## src/rtl/vga_init_master_if.sv

```systemverilog
// Wishbone signal bundle between the VGA init master and the VGA slave port.
interface vga_init_master_if;
    logic [15:0] wb_adr_o;
    logic [15:0] wb_dat_o;
    logic [15:0] wb_dat_i;
    logic        wb_we_o;
    logic        wb_tga_o;
    logic [1:0]  wb_sel_o;
    logic        wb_stb_o;
    logic        wb_cyc_o;
    logic        wb_ack_i;

    modport master (
        output wb_adr_o, wb_dat_o, wb_we_o, wb_tga_o, wb_sel_o, wb_stb_o, wb_cyc_o,
        input  wb_dat_i, wb_ack_i
    );

    modport slave (
        input  wb_adr_o, wb_dat_o, wb_we_o, wb_tga_o, wb_sel_o, wb_stb_o, wb_cyc_o,
        output wb_dat_i, wb_ack_i
    );
endinterface

```

## src/rtl/vga_init_master.sv

```systemverilog
// Script-driven Wishbone initiator for the VGA slave: runs register writes,
// memory fills and status polls from a synchronous table ROM.
//
// state   | meaning
// --------+---------------------------------------------------------------
// IDLE    | waiting for start_i
// FETCH   | table address presented, ROM access in flight
// DECODE  | entry latched into op/sel/cnt/adr/dat
// BUS     | bus cycle; first cycle raises cyc/stb, then waits for ack
// GAP     | one idle bus cycle between POLL retries
// DONE    | done_o pulse, back to IDLE
module vga_init_master #(
    parameter int TBL_AW      = 6,
    parameter int ACK_TIMEOUT = 255
) (
    input  logic              wb_clk_i,
    input  logic              wb_rst_i,
    input  logic              start_i,
    output logic              busy_o,
    output logic              done_o,
    output logic              err_o,
    output logic [TBL_AW-1:0] tbl_adr_o,
    input  logic [47:0]       tbl_dat_i,
    vga_init_master_if.master wb
);
    localparam int TW = $clog2(ACK_TIMEOUT + 1);
    localparam logic [TW-1:0]     TMO_LOAD = TW'(ACK_TIMEOUT - 1);
    localparam logic [TBL_AW-1:0] PTR_MAX  = '1;

    typedef enum logic [2:0] {
        S_IDLE, S_FETCH, S_DECODE, S_BUS, S_GAP, S_DONE
    } state_t;

    typedef enum logic [1:0] {
        OP_END = 2'b00, OP_IOW = 2'b01, OP_FILL = 2'b10, OP_POLL = 2'b11
    } op_t;

    state_t            state_q, state_d;
    op_t               op_q, op_d;
    logic [TBL_AW-1:0] ptr_q, ptr_d;
    logic [1:0]        sel_q, sel_d;
    logic [11:0]       cnt_q, cnt_d;
    logic [15:0]       adr_q, adr_d;
    logic [15:0]       dat_q, dat_d;
    logic              we_q, we_d;
    logic              tga_q, tga_d;
    logic              cyc_q, cyc_d;
    logic              stb_q, stb_d;
    logic [TW-1:0]     tmo_q, tmo_d;
    logic              busy_q, busy_d;
    logic              done_q, done_d;
    logic              err_q, err_d;
    logic              next_entry;

    // Next-state and next-output computation for the script sequencer.
    always_comb begin
        state_d    = state_q;
        op_d       = op_q;
        ptr_d      = ptr_q;
        sel_d      = sel_q;
        cnt_d      = cnt_q;
        adr_d      = adr_q;
        dat_d      = dat_q;
        we_d       = we_q;
        tga_d      = tga_q;
        cyc_d      = cyc_q;
        stb_d      = stb_q;
        tmo_d      = tmo_q;
        busy_d     = busy_q;
        done_d     = 1'b0;
        err_d      = err_q;
        next_entry = 1'b0;

        unique case (state_q)
            S_IDLE: begin
                if (start_i) begin
                    ptr_d   = '0;
                    err_d   = 1'b0;
                    busy_d  = 1'b1;
                    state_d = S_FETCH;
                end
            end
            S_FETCH: begin
                state_d = S_DECODE;
            end
            S_DECODE: begin
                op_d  = op_t'(tbl_dat_i[47:46]);
                sel_d = tbl_dat_i[45:44];
                cnt_d = tbl_dat_i[43:32];
                adr_d = tbl_dat_i[31:16];
                dat_d = tbl_dat_i[15:0];
                we_d  = (tbl_dat_i[47:46] != 2'b11);
                tga_d = (tbl_dat_i[47:46] != 2'b10);
                if (tbl_dat_i[47:46] == 2'b00) begin
                    done_d  = 1'b1;
                    state_d = S_DONE;
                end else begin
                    state_d = S_BUS;
                end
            end
            S_BUS: begin
                if (!stb_q) begin
                    // launch cycle: acks are not looked at until strobe is out
                    cyc_d = 1'b1;
                    stb_d = 1'b1;
                    tmo_d = TMO_LOAD;
                end else if (wb.wb_ack_i) begin
                    tmo_d = TMO_LOAD;
                    case (op_q)
                        OP_FILL: begin
                            adr_d = adr_q + 16'd1;
                            if (cnt_q == 12'd0) next_entry = 1'b1;
                            else                cnt_d = cnt_q - 12'd1;
                        end
                        OP_POLL: begin
                            if ((wb.wb_dat_i & dat_q) != 16'd0) begin
                                next_entry = 1'b1;
                            end else if (cnt_q != 12'd0) begin
                                cnt_d   = cnt_q - 12'd1;
                                cyc_d   = 1'b0;
                                stb_d   = 1'b0;
                                state_d = S_GAP;
                            end else begin
                                cyc_d   = 1'b0;
                                stb_d   = 1'b0;
                                err_d   = 1'b1;
                                done_d  = 1'b1;
                                state_d = S_DONE;
                            end
                        end
                        default: next_entry = 1'b1;
                    endcase
                end else if (tmo_q == '0) begin
                    cyc_d   = 1'b0;
                    stb_d   = 1'b0;
                    err_d   = 1'b1;
                    done_d  = 1'b1;
                    state_d = S_DONE;
                end else begin
                    tmo_d = tmo_q - 1'b1;
                end

                if (next_entry) begin
                    cyc_d = 1'b0;
                    stb_d = 1'b0;
                    if (ptr_q == PTR_MAX) begin
                        // last table slot executed: stop rather than wrap
                        done_d  = 1'b1;
                        state_d = S_DONE;
                    end else begin
                        ptr_d   = ptr_q + 1'b1;
                        state_d = S_FETCH;
                    end
                end
            end
            S_GAP: begin
                cyc_d   = 1'b1;
                stb_d   = 1'b1;
                tmo_d   = TMO_LOAD;
                state_d = S_BUS;
            end
            S_DONE: begin
                busy_d  = 1'b0;
                state_d = S_IDLE;
            end
            default: state_d = S_IDLE;
        endcase
    end

    // State and registered outputs; reset drops the bus in the same edge.
    always_ff @(posedge wb_clk_i) begin
        if (!wb_rst_i) begin
            state_q <= S_IDLE;
            op_q    <= OP_END;
            ptr_q   <= '0;
            sel_q   <= '0;
            cnt_q   <= '0;
            adr_q   <= '0;
            dat_q   <= '0;
            we_q    <= 1'b0;
            tga_q   <= 1'b0;
            cyc_q   <= 1'b0;
            stb_q   <= 1'b0;
            tmo_q   <= '0;
            busy_q  <= 1'b0;
            done_q  <= 1'b0;
            err_q   <= 1'b0;
        end else begin
            state_q <= state_d;
            op_q    <= op_d;
            ptr_q   <= ptr_d;
            sel_q   <= sel_d;
            cnt_q   <= cnt_d;
            adr_q   <= adr_d;
            dat_q   <= dat_d;
            we_q    <= we_d;
            tga_q   <= tga_d;
            cyc_q   <= cyc_d;
            stb_q   <= stb_d;
            tmo_q   <= tmo_d;
            busy_q  <= busy_d;
            done_q  <= done_d;
            err_q   <= err_d;
        end
    end

    assign busy_o      = busy_q;
    assign done_o      = done_q;
    assign err_o       = err_q;
    assign tbl_adr_o   = ptr_q;
    assign wb.wb_adr_o = adr_q;
    assign wb.wb_dat_o = dat_q;
    assign wb.wb_we_o  = we_q;
    assign wb.wb_tga_o = tga_q;
    assign wb.wb_sel_o = sel_q;
    assign wb.wb_cyc_o = cyc_q;
    assign wb.wb_stb_o = stb_q;
endmodule

```

## src/flat_wrapper.sv

```systemverilog
// flat-port wrapper written by rule: the top's interface ports become plain ports
module vga_init_master_flat 
#(
    parameter int TBL_AW      = 6,
    parameter int ACK_TIMEOUT = 255
)
  (wb_clk_i, wb_rst_i, start_i, busy_o, done_o, err_o, tbl_adr_o, tbl_dat_i, wb_wb_adr_o, wb_wb_dat_o, wb_wb_we_o, wb_wb_tga_o, wb_wb_sel_o, wb_wb_stb_o, wb_wb_cyc_o, wb_wb_dat_i, wb_wb_ack_i);
  vga_init_master_if wb_i ();
  input  logic wb_clk_i;
  input  logic wb_rst_i;
  input  logic start_i;
  output logic busy_o;
  output logic done_o;
  output logic err_o;
  output logic [TBL_AW-1:0] tbl_adr_o;
  input  logic [47:0] tbl_dat_i;
  output wire logic [$bits(wb_i.wb_adr_o)-1:0] wb_wb_adr_o;
  output wire logic [$bits(wb_i.wb_dat_o)-1:0] wb_wb_dat_o;
  output wire logic [$bits(wb_i.wb_we_o)-1:0] wb_wb_we_o;
  output wire logic [$bits(wb_i.wb_tga_o)-1:0] wb_wb_tga_o;
  output wire logic [$bits(wb_i.wb_sel_o)-1:0] wb_wb_sel_o;
  output wire logic [$bits(wb_i.wb_stb_o)-1:0] wb_wb_stb_o;
  output wire logic [$bits(wb_i.wb_cyc_o)-1:0] wb_wb_cyc_o;
  input wire logic [$bits(wb_i.wb_dat_i)-1:0] wb_wb_dat_i;
  input wire logic [$bits(wb_i.wb_ack_i)-1:0] wb_wb_ack_i;
  assign wb_wb_adr_o = wb_i.wb_adr_o;
  assign wb_wb_dat_o = wb_i.wb_dat_o;
  assign wb_wb_we_o = wb_i.wb_we_o;
  assign wb_wb_tga_o = wb_i.wb_tga_o;
  assign wb_wb_sel_o = wb_i.wb_sel_o;
  assign wb_wb_stb_o = wb_i.wb_stb_o;
  assign wb_wb_cyc_o = wb_i.wb_cyc_o;
  assign wb_i.wb_dat_i = wb_wb_dat_i;
  assign wb_i.wb_ack_i = wb_wb_ack_i;
  vga_init_master #(.TBL_AW(TBL_AW), .ACK_TIMEOUT(ACK_TIMEOUT)) u_core (.wb_clk_i(wb_clk_i), .wb_rst_i(wb_rst_i), .start_i(start_i), .busy_o(busy_o), .done_o(done_o), .err_o(err_o), .tbl_adr_o(tbl_adr_o), .tbl_dat_i(tbl_dat_i), .wb(wb_i));
endmodule
```

## config.mk

```make
export PLATFORM = sky130hd
export DESIGN_NAME = vga_init_master_flat
export DESIGN_NICKNAME = d
export VERILOG_FILES = /design/src/rtl/vga_init_master_if.sv /design/src/rtl/vga_init_master.sv /design/src/flat_wrapper.sv
export SDC_FILE = /design/constraint.sdc
export NUM_CORES = 1
export LEC_CHECK = 0
export CORE_ASPECT_RATIO = 0.9
export CORE_UTILIZATION = 40
export CTS_BUF_LIST = sky130_fd_sc_hd__clkbuf_4 sky130_fd_sc_hd__clkbuf_8
export CTS_CLUSTER_SIZE = 25
export DETAILED_ROUTE_END_ITERATION = 7
export GPL_ROUTABILITY_DRIVEN = 0
export GPL_TIMING_DRIVEN = 1
export PLACE_DENSITY = 0.69
export SLEW_MARGIN = 20
export SYNTH_ARGS = -nofsm -noshare
export SYNTH_HDL_FRONTEND = slang
export SYNTH_SLANG_ARGS = --single-unit
export TNS_END_PERCENT = 30
```

## constraint.sdc

```tcl
create_clock -name wb_clk_i -period 2.6 [get_ports wb_clk_i]
set_input_delay 0.39 -clock wb_clk_i [delete_from_list [all_inputs] [get_ports wb_clk_i]]
set_output_delay 0.39 -clock wb_clk_i [all_outputs]
set_load 0.01 [all_outputs]
```

# [Word level (Yosys, flattened, before mapping)]
# Cells that the tools add are included.
[op_classes] n_mux=69 eq_ne=32 bitwise=1 add_sub_neg=4 n_reduce_logical=18
[ops] cell="$mux W12" n=5
[ops] cell="$mux W16" n=3
[ops] cell="$pmux W12 S2" n=2
[ops] cell="$mux W1" n=34
[ops] cell="$pmux W16 S2" n=1
[ops] cell="$mux W3" n=9
[ops] cell="$mux W8" n=3
[ops] cell="$mux W6" n=3
[ops] cell="$ne A3 B3 Y1 const B" n=6
[ops] cell="$add A16 B1 Y16 const B" n=1
[ops] cell="$and A16 B16 Y16" n=1
[ops] cell="$pmux W8 S2" n=1
[ops] cell="$reduce_bool A16 Y1" n=1
[ops] cell="$ne A5 B5 Y1 const B" n=3
[ops] cell="$pmux W3 S5" n=1
[ops] cell="$reduce_and A7 Y1" n=2
[ops] cell="$logic_not A12 Y1" n=1
[ops] cell="$ne A2 B2 Y1 const B" n=6
[ops] cell="$pmux W1 S2" n=6
[ops] cell="$pmux W6 S2" n=1
[ops] cell="$reduce_and A4 Y1" n=3
[ops] cell="$reduce_bool A12 Y1" n=1
[ops] cell="$sub A12 B1 Y12 const B" n=1
[ops] cell="$logic_not A8 Y1" n=1
[ops] cell="18 further kinds" n=28
[totals] word_cells=139 input_bits=68 regBits=72 output_inout_bits=47

# [Logic depth before layout (Yosys ltp)]
[depth] ltp_word=9 ltp_mapped=9 ltp_nobuf=8

# [Least setup slack after synthesis]
# Ideal clock, no wire load.
[synth_path] path_type="input -> register" startpoint="in wb_wb_dat_i[3]" endpoint="reg u_core.state_q[2]" slack_ns=0.652 n_path_buf=0 stages=6 setup_ns=0.122 required_ns=2.478 arrival_ns=1.827 cell_sequence="a22oi_1 -> nand2_1 -> or4_4 -> o21ai_4 -> a211oi_1 -> o311a_1"
[synth_between] elab_chain_cells=9 word_cells_on_any_way=14 cone_classes="eq/ne (4); mux (7); bitwise (1); reduce/logical (2)"
[synth_rtl] item="from (decl)" line="flat_wrapper.sv:24" text="input wire logic [$bits(wb_i.wb_dat_i)-1:0] wb_wb_dat_i;"
[synth_rtl] item="$and A16 B16 Y16 *" line="vga_init_master.sv:116" text="if ((wb.wb_dat_i & dat_q) != 16'd0) begin"
[synth_rtl] item="$reduce_bool A16 Y1 *" line="vga_init_master.sv:116"
[synth_rtl] item="$mux W1" line="vga_init_master.sv:116"
[synth_rtl] item="$pmux W1 S2" line="vga_init_master.sv:109" text="case (op_q)"
[synth_rtl] item="$mux W1" line="vga_init_master.sv:107" text="end else if (wb.wb_ack_i) begin"
[synth_rtl] item="$mux W1" line="vga_init_master.sv:102" text="if (!stb_q) begin"
[synth_rtl] item="$mux W1" line="vga_init_master.sv:74" text="unique case (state_q)"
[synth_rtl] item="$ne A4 B4 Y1 (no source line) (tied with other cells)"
[synth_rtl] item="$reduce_and A5 Y1 (no source line) or $pmux W3 S5 (tied branches)"
[synth_rtl] item="to (signal assigned)" line="vga_init_master.sv:189" text="state_q <= state_d;"
[synth_rtl] item="to (decl)" line="vga_init_master.sv:38" text="state_t state_q, state_d;"
# Every way passes the cells marked *; elsewhere a longest branch is shown, timed or not. The select of a mux whose other input is x is not followed.
# A chain may end at the register's enable or synchronous reset.

# [Final worst setup path]
[layout_path] startpoint="reg u_core.cnt_q[0]" endpoint="reg u_core.ptr_q[4] (netlist: u_core.tbl_adr_o[4])"
[layout_between] elab_chain_cells=8
[layout_rtl] item="from (decl)" line="vga_init_master.sv:42" text="logic [11:0] cnt_q, cnt_d;"
[layout_rtl] item="from (signal assigned)" line="vga_init_master.sv:193" text="cnt_q <= cnt_d;"
[layout_rtl] item="$logic_not A12 Y1" line="vga_init_master.sv:112" text="if (cnt_q == 12'd0) next_entry = 1'b1;"
[layout_rtl] item="$mux W1" line="vga_init_master.sv:112"
[layout_rtl] item="$pmux W1 S2" line="vga_init_master.sv:109"
[layout_rtl] item="$mux W1" line="vga_init_master.sv:107"
[layout_rtl] item="$mux W1" line="vga_init_master.sv:102"
[layout_rtl] item="$mux W1" line="vga_init_master.sv:74"
[layout_rtl] item="$ne A2 B1 Y1 (no source line)"
[layout_rtl] item="$reduce_and A4 Y1 (no source line)"
[layout_rtl] item="to (signal assigned)" line="vga_init_master.sv:191" text="ptr_q <= ptr_d;"
[layout_rtl] item="to (decl)" line="vga_init_master.sv:40" text="logic [TBL_AW-1:0] ptr_q, ptr_d;"
# No other way between the ends. The select of a mux whose other input is x is not followed.

==> results.py <==
metrics = {
    "outcome": {
        "status": "complete, no violations",
    },
    "sta": {
        "period_minus_slack_ns": 2.28,
        "hold_violations": 0,
        "max_slew_margin_pct": 55.3,
        "tns_ns": 0,
        "tightest_slew_ns": 0.670,
        "setup_viol": 0,
        "fin_crit_sh_pct": 87.8,
        "rsz0062_at_grt": "no",
        "skew_ns": 0.0111,
        "clock.fmax_ghz": 0.438,
        "slew_viol_final": 0,
    },
    "pwr": {
        "finalPower_w": 0.00308,
        "powerDensity_nw_per_um2": 572,
        "p_leak_nw": 2.01,
        "ir_worst_vdd_mv": 0.342,
    },
    "worst_setup_path": {
        "end_kind": "register",
        "required_ns": 2.88,
        "crit_chain": "inv_1 -> ha_1 -> nor4b_4 -> nand3_2 -> a21oi_4 -> o2111ai_2 -> a211oi_1 -> mux2i_1",
        "crit_buf_inv": 1,
        "crit_type": "reg -> reg",
        "slowest_delay_ns": 0.36,
        "critPathSlowestCell": "a211oi_1",
        "cp-start-kind": "register",
        "critical_path_arrival_ns": 2.56,
        "crit_family": "compound AO/OA/AOI/OAI gates",
        "cp_max_fo": 6,
    },
    "global_route": {
        "grt_max_degree": 54,
        "antenna_found_initial": 0,
        "met2_usage_pct": 36.2,
        "grt_use_met1_pct": 27.8,
        "grtUsageMet3_pct": 5.33,
        "grtUsageTotal_pct": 21.3,
        "grt_pass1_vias": 3693,
        "busiest_layer": "met2",
        "gr-total-overflow": 0,
        "grt_pass1_wl_microns": 17400,
    },
    "die": {
        "fp-row-count": 33,
        "fp.dieW_microns": 106,
        "die_y_microns": 95.5,
        "coreArea_sq_um": 9290,
        "dieArea_sq_um": 10100,
        "start_util_pct": 41.8,
        "io_pins": 115,
    },
    "yosys": {
        "ys.flop_type": "dfxtp_1",
        "synthDistinctLibCells": 65,
        "yosysTopAreaCellShare_pct": 37.1,
        "ys_seq_elements": 72,
        "ys_async_sr_fraction_pct": 0,
        "netlist_top_cells_area": "dfxtp_1 (37%), a21oi_1 (8.4%), nand2_1 (8.0%), nor2_1 (5.2%), o21ai_0 (2.6%)",
        "syn_area_per_cell_sq_um": 7.70,
        "synth_warnings": 0,
        "syn-cell-area_sq_um": 3890,
        "synth_edf_count": 0,
        "seq_area_frac_synth_pct": 37.1,
        "yosys.area.top_type": "dfxtp_1",
        "syn_inst": 505,
        "syn_nets": 577,
    },
    "drt": {
        "dr.pass1.iters": 4,
        "antenna_left": 0,
        "totalWireLength_microns": 10700,
        "drt_drc_violations_left": 0,
        "drt-initial-drc-count": 173,
        "wl_per_cell_microns": 14.5,
        "via_count": 4092,
        "viasPerCell": 5.53,
    },
    "clocking": {
        "h-tree-depth": 3,
        "cts_hold_buf": 0,
        "post_cts_buffers": 0,
        "cts_buffer_depth": 2,
        "worst_skew_pair.late_latency_ns": 0.35,
        "clk_pin_slew_ns": 0.08,
        "cts.sinks": 72,
        "cts_tree": "built",
        "postCtsResizedCells": 0,
        "cts_made_buffers": 9,
        "cts-root-buf": "clkbuf_8",
    },
    "layout": {
        "finish.utilization_pct": 58.0,
        "antenna_cells": 0,
        "areaGrowthSynthToFinish_pct": 38.5,
        "fill_cells": 861,
        "nets": 685,
        "fin_area_sq_um": 5380,
        "seq_area_sq_um": 1440,
        "drive_above_1_share_pct": 8.41,
        "multi_input_area_sq_um": 2280,
        "fin_cells": 740,
    },
    "worst_hold_path": {
        "hp-class": "reg -> reg",
    },
    "placed_design": {
        "place_hpwl_microns": 7550,
        "dpl.cell_count": 724,
        "placed_cell_area_sq_um": 5180,
        "port_buffers": 114,
    },
    "flow_run": {
        "cap_violations": 0,
    },
}
## metrics by stage
| step | setup slack (ns) | hold slack, ns |
|---|---|---|
| floorplan | 0.652 | 0.449 |
| global placement | 0.0689 | 0.446 |
| detailed placement | 0.0205 | 0.452 |
| CTS | 0.333 | 0.466 |
| global route | 0.144 | 0.500 |
| finish | 0.318 | 0.465 |
## cells by family after synthesis
family / Yosys count / synth area share (%)
flip-flops: 72 / 37.1
multiplexers: 8 / 2.06
AND/OR/NAND/NOR: 222 / 28.4
adder cells (fa/ha/maj): 4 / 1.29
buffers and inverters: 42 / 4.31
AO/OA/AOI/OAI: 157 / 26.9
## registers in the layout, indices dropped and copies added, names as in the netlist, 2 cells and up
register	cells
u_core.tbl_adr_o	6
u_core.wb.wb_dat_o	16
u_core.op_q	2
u_core.wb.wb_adr_o	16
u_core.state_q	3
u_core.cnt_q	12
u_core.tmo_q	8
u_core.wb.wb_sel_o	2
## worst register-to-register path: cells and delay by family (launching register included)
| family | cells | cell delay, ns |
|---|---|---|
| DFF | 1 | 0.35 |
| AOI/OAI and AO/OA | 3 | 0.83 |
| buffers and inverters | 1 | 0.07 |
| adders and majority gates | 1 | 0.22 |
| muxes | 1 | 0.22 |
| and+or+nand+nor | 2 | 0.51 |
## report_power, final
group | leakage, nW | total, W | internal (W) | switching, W
logic | 1.32 | 0.000881 | 0.000427 | 0.000454
clock network | 0.103 | 0.000905 | 0.000478 | 0.000427
registers | 0.585 | 0.00129 | 0.00120 | 0.0000978
total | 2.01 | 0.00308 | 0.00210 | 0.000978
## cell usage in the layout, fill, tap and decap left out, types with 8 or more instances in the layout
cell type and instances:
o31ai_1 8, inv_1 9, nand2_1 83, mux2i_1 8
dfxtp_1 72, a21oi_1 65, buf_4 14, nor3_1 13
clkdlybuf4s50_1 114, o21ai_0 20, a22oi_1 11, nor2_1 54
clkbuf_8 10, nand3_1 15
## synthesized netlist by cell type, types with 3 or more instances
library cell,n
nand2_1,83
dfxtp_1,72
a21oi_1,65
nor2_1,54
clkbuf_1,26
o21ai_0,20
nand3_1,15
nor3_1,13
a22oi_1,11
inv_1,9
mux2i_1,8
o31ai_1,8
a211oi_1,7
and3_1,7
a311oi_1,6
nand2b_1,6
nand4_1,5
nor3b_1,5
o211ai_1,5
or3_1,5
or4_1,5
a31oi_1,4
buf_2,4
ha_1,4
o221a_2,4
and4_1,3
o22ai_1,3
o41ai_1,3
## routing by layer
| metal | part of all wire (%) | up-vias |
|---|---|---|
| li1 | - | 2054 |
| met3 | 5.5 | 6 |
| met2 | 46 | 119 |
| met1 | 48 | 1913 |
| met5 | 0 | - |
| met4 | 0.53 | 0 |
## worst paths after layout
check / from / end / slack [ns] / depth (start not counted)
max: u_core.cnt_q[0]$_SDFFE_PN0P_ / u_core.tbl_adr_o[4]$_SDFFE_PN0P_ / 0.32 / 8
min: u_core.wb.wb_cyc_o$_SDFFE_PN0P_ / u_core.wb.wb_cyc_o$_SDFFE_PN0P_ / 0.46 / 2
min reg2reg: u_core.wb.wb_cyc_o$_SDFFE_PN0P_ / u_core.wb.wb_cyc_o$_SDFFE_PN0P_ / 0.46 / 2
max reg2reg: u_core.cnt_q[0]$_SDFFE_PN0P_ / u_core.tbl_adr_o[4]$_SDFFE_PN0P_ / 0.32 / 8
## final cells by class
type	count	share of cell area (%)
clock buffers	11	2.70
clock inverters	5	1.05
inverters	10	0.697
multi-input cells	391	42.4
flip-flops and latches	72	26.8
well taps	122	2.84
repair buffers	129	23.5
No activity file was read; power rests on OpenSTA's default activity.
